$ cat config.mk
export PLATFORM = sky130hd
export DESIGN_NAME = frac_prescaler_mc
export DESIGN_NICKNAME = d
export VERILOG_FILES = /design/src/rtl/frac_prescaler_mc.sv
export SDC_FILE = /design/constraint.sdc
export NUM_CORES = 2
export LEC_CHECK = 0
export BUFFER_PORTS_ARGS = -buffer_cell sky130_fd_sc_hd__buf_2
export CORE_MARGIN = 3
export CORE_UTILIZATION = 60
export DETAILED_ROUTE_END_ITERATION = 8
export PLACE_DENSITY_LB_ADDON = 0.3
export SKIP_CTS_REPAIR_TIMING = 1
export SLEW_MARGIN = 20
export SYNTH_ARGS = -nofsm -noshare
export SYNTH_HDL_FRONTEND = slang
export SYNTH_SLANG_ARGS = --single-unit
$ cat constraint.sdc
create_clock -name clk -period 7 [get_ports clk]
set_clock_uncertainty 0.15 [all_clocks]
set_input_delay 0.35 -clock clk [delete_from_list [all_inputs] [get_ports clk]]
set_output_delay 0.35 -clock clk [all_outputs]
set_load 0.01 [all_outputs]
$ cat src/rtl/frac_prescaler_mc.sv
// Multi-channel fractional prescaler: each channel ticks at Fclk*mul/div, optionally for a fixed burst of ticks.
// Latency: tick/done/busy registered one cycle after the evaluating edge; backpressure: none (free-running outputs).
module frac_prescaler_mc #(
    parameter int BITS = 32,
    parameter int NCH  = 4,
    parameter int CW   = 16
) (
    input  logic                clk,
    input  logic                rst_n,
    input  logic                sync_clr,
    input  logic [NCH-1:0]      ch_en,
    input  logic [NCH-1:0]      ch_mode,
    input  logic [NCH-1:0]      cfg_load,
    input  logic [NCH*BITS-1:0] cfg_mul,
    input  logic [NCH*BITS-1:0] cfg_div,
    input  logic [NCH*CW-1:0]   cfg_burst,
    output logic [NCH-1:0]      tick,
    output logic [NCH-1:0]      done,
    output logic [NCH-1:0]      busy,
    output logic [NCH-1:0]      cfg_err
);

    typedef enum logic {IDLE, RUN} state_t;

    for (genvar i = 0; i < NCH; i++) begin : g_ch
        state_t          st_q;
        logic [BITS-1:0] acc_q, mul_q, div_q;
        logic [CW-1:0]   blen_q, cnt_q;
        logic            burst_q, hold_q;
        logic            tick_q, done_q, busy_q, err_q;

        logic [BITS:0]   sum;
        logic            hit;
        logic [BITS-1:0] acc_sub;
        logic [CW-1:0]   cnt_inc;

        assign sum     = {1'b0, acc_q} + {1'b0, mul_q};
        assign hit     = (sum >= {1'b0, div_q});
        assign acc_sub = acc_q + mul_q - div_q;
        assign cnt_inc = cnt_q + CW'(1);

        always_ff @(posedge clk) begin
            if (!rst_n) begin
                st_q    <= IDLE;
                acc_q   <= '0;
                mul_q   <= '0;
                div_q   <= '0;
                blen_q  <= '0;
                cnt_q   <= '0;
                burst_q <= 1'b0;
                hold_q  <= 1'b0;
                tick_q  <= 1'b0;
                done_q  <= 1'b0;
                busy_q  <= 1'b0;
                err_q   <= 1'b1;
            end else begin
                tick_q <= 1'b0;
                done_q <= 1'b0;
                if (cfg_load[i]) begin
                    mul_q  <= cfg_mul[i*BITS +: BITS];
                    div_q  <= cfg_div[i*BITS +: BITS];
                    blen_q <= cfg_burst[i*CW +: CW];
                    err_q  <= (cfg_div[i*BITS +: BITS] == '0) ||
                              (ch_mode[i] && (cfg_burst[i*CW +: CW] == '0));
                    acc_q  <= '0;
                    cnt_q  <= '0;
                    st_q   <= IDLE;
                    busy_q <= 1'b0;
                end else if (st_q == IDLE) begin
                    // A finished burst stays parked until ch_en has been seen low.
                    if (ch_en[i] && !err_q && !hold_q) begin
                        st_q    <= RUN;
                        busy_q  <= 1'b1;
                        acc_q   <= '0;
                        cnt_q   <= '0;
                        burst_q <= ch_mode[i];
                    end
                end else if (!ch_en[i]) begin
                    st_q   <= IDLE;
                    busy_q <= 1'b0;
                end else if (sync_clr) begin
                    acc_q <= '0;
                end else if (hit) begin
                    // mul >= div saturates to one tick per cycle with a zero residue.
                    acc_q  <= (mul_q >= div_q) ? '0 : acc_sub;
                    tick_q <= 1'b1;
                    cnt_q  <= cnt_inc;
                    if (burst_q && (cnt_inc == blen_q)) begin
                        done_q <= 1'b1;
                        busy_q <= 1'b0;
                        st_q   <= IDLE;
                        hold_q <= 1'b1;
                    end
                end else begin
                    acc_q <= sum[BITS-1:0];
                end
                if (!ch_en[i]) begin
                    hold_q <= 1'b0;
                end
            end
        end

        assign tick[i]    = tick_q;
        assign done[i]    = done_q;
        assign busy[i]    = busy_q;
        assign cfg_err[i] = err_q;
    end

endmodule
==> results.ini <==
[placed_design]
io_buffers = 350
gp_congestion = 0.984
dp_hpwl_um = 99800

[worst_setup_path]
crit_fanout = 16
crit_path_start_kind = register
critPathRequiredTime_ns = 7.35
critPathCaptureType = register
arrival_ns = 6.68
critPathKind = register to register

[grt]
grt_pass1_vias = 39300
overflow = 0
grt_first_pass_wirelength_um = 204000
grt_antenna_before_repair = 13
grt_max_degree = 167
grt_usage = 0.313

[yosys]
synthFlopType = dfxtp_1
synth_area_sq_mm = 0.0458
synth-edff-count = 0
syn_inst = 5506
syn_nets = 6485
yosysWarnings = 0
async_flop_share = 0
avgSynthCellArea_sq_um = 8.32
yosysSeqAreaShare = 0.236
ys_types = 92
ys_ff_latch = 540

[route]
drtIter0Drc = 3350
dr.pass1.iters = 8
via_count = 42800
vias_per_cell = 6.03
routedWlPerCell_um = 19.7
drcViolationCount = 0
wl_um = 140000
postRouteAntennaNets = 0

[cells_and_area]
postLayoutCoreUtil = 0.715
nNetsFinal = 7048
final_common_cell = inv_1
final_cell_mix = inv_1, dfxtp_1, ha_1, nor2b_1, buf_2
drive_gt1_frac = 0.0878
synthToLayoutAreaGrowth_pct = 17.2

[clock_network]
cts_tree = yes
htree_levels = 3
clock_latency_ns = 0.61
cts_root_buf = clkbuf_16
clkTransAtPathRegs_ns = 0.06
cts_buffer_depth = 3
numCtsBuffers = 66
clkSinkCount = 540

[pwr]
power_density_mw_per_mm2 = 183
p_total_mw = 9.81
p_leak_nw = 24.6
ir_drop_uv = 200

[sta]
hold_violations = 3
setup_viol = 0
relSlewSlack = 0.318
period_minus_slack_ns = 6.32
rsz0062_at_grt = false
finalCritPeriodShare = 0.903
slew_viol_final = 0
fmax_mhz = 158
worst_pin_slew_ns = 1.02
setup_tns_ns = 0
holdWs_ns = -0.0438

[min_path]
hp-class = input pin to register

[floorplanning]
die_y_um = 282
initial_utilization = 0.610
rows = 100
fp.dieW_um = 282
pin_count = 351
core_area_sq_mm = 0.0751
die_area_sq_mm = 0.0797

[status]
violations = negative hold slack
outcome = finished with violations

[flow_run]
cap_violations = 0

-- cells by family after synthesis --
logic type	after synthesis	share of synthesized area
xor gates and xnor gates	332	0.0635
DFF	540	0.236
AOI/OAI and AO/OA	1275	0.181
muxes	341	0.0747
adders and majority gates	644	0.197
and+or+nand+nor	1480	0.172
buffers and inverters	894	0.0757
-- metrics by stage --
stage	cell area (sq um)	cells	setup WS [ns]
finish	53600	7099	0.677
global route	53600	7091	0.356
CTS	50400	6765	0.836
detailed placement	48100	6647	0.881
global placement	48100	6647	1.18
floorplan	45800	5506	2.09
-- cells in the mapped netlist, types with 19 or more instances --
cell	count	area (sq um)
o21ai_0	290	1450
o21bai_1	25	188
a21oi_1	323	1620
dfxtp_1	540	10800
inv_1	687	2580
a21o_1	151	1130
a211oi_1	58	435
nand2_1	266	998
buf_1	20	75.1
nor2_1	247	927
o211ai_1	45	338
o31ai_1	19	143
nand4_1	93	582
nand2b_1	52	325
xor2_1	128	1120
nand3_1	123	616
a221o_1	19	190
a31oi_1	42	263
xnor2_1	204	1790
a22oi_1	63	473
ha_1	516	6460
a21boi_0	20	150
clkbuf_1	146	548
o21a_1	46	345
fa_1	128	2560
nor3_1	74	370
nor2b_1	366	2290
nor4_1	73	457
and4_1	21	184
and3_1	46	288
buf_2	20	100
and2_1	28	175
or3_1	28	175
mux2i_1	338	3380
-- flip-flops by register name (all words and copies together) (netlist names), 64 cells and up --
| register | count |
|---|---|
| g_ch.acc_q | 128 |
| g_ch.blen_q | 64 |
| g_ch.div_q | 128 |
| g_ch.mul_q | 128 |
| g_ch.cnt_q | 64 |
-- routing by layer --
layer,GRT usage,share of wire,up-vias
met4,0.114,0.043,10
li1,-,-,20400
met2,0.512,0.46,1743
met5,0,0.00046,-
met3,0.0513,0.071,397
met1,0.420,0.43,20300
-- path summary, 6_finish.rpt --
path / from / endpoint / slack, ns / cells after the start
setup / recovery: g_ch[3].mul_q[1]$_SDFFE_PN0P_ / g_ch[3].acc_q[19]$_SDFFE_PP0P_ / 0.68 / 21
hold / removal: cfg_div[120] / g_ch[3].div_q[24]$_SDFFE_PN0P_ / -0.04 / 3
setup reg to reg: g_ch[3].mul_q[1]$_SDFFE_PN0P_ / g_ch[3].acc_q[19]$_SDFFE_PP0P_ / 0.68 / 21
hold reg to reg: g_ch[2].cnt_q[15]$_SDFFE_PP0P_ / g_ch[2].cnt_q[15]$_SDFFE_PP0P_ / 0.33 / 2
-- critical path, stage by stage, from the launching register on --
cell	delay, ns
dfxtp_1	0.41
ha_1	0.29
a211oi_1	0.50
o211ai_1	0.25
and4_1	0.29
o21ai_2	0.23
o21ai_1	0.12
or3_1	0.36
a31o_2	0.27
a221o_1	0.36
xor2_1	0.15
ha_1	0.29
nand3_1	0.13
nor4_1	0.44
nand2_1	0.11
o211ai_1	0.17
a211oi_1	0.08
nand2_1	0.14
a21o_1	0.38
and2_1	0.73
a22oi_1	0.14
o21ai_0	0.23
-- power breakdown --
part | total, mW | leakage, nW | switching [mW] | internal, mW
Clock | 3.65 | 1.12 | 1.45 | 2.20
Combinational | 2.82 | 19.1 | 1.60 | 1.22
Sequential | 3.33 | 4.42 | 0.144 | 3.19
Total | 9.81 | 24.6 | 3.20 | 6.61
-- final cells by class --
type                    instances  area, sq um
diodes                         11         27.5
clock buffers                  96         1960
clock inverters                22          295
fillers                      5567        21400
inverters                     687         2580
multi-input cells            4072        31500
flip-flops and latches        540        10800
well taps                     969         1210
repair buffers                702         5220
Note: power is estimated with default switching activity, not from simulation.
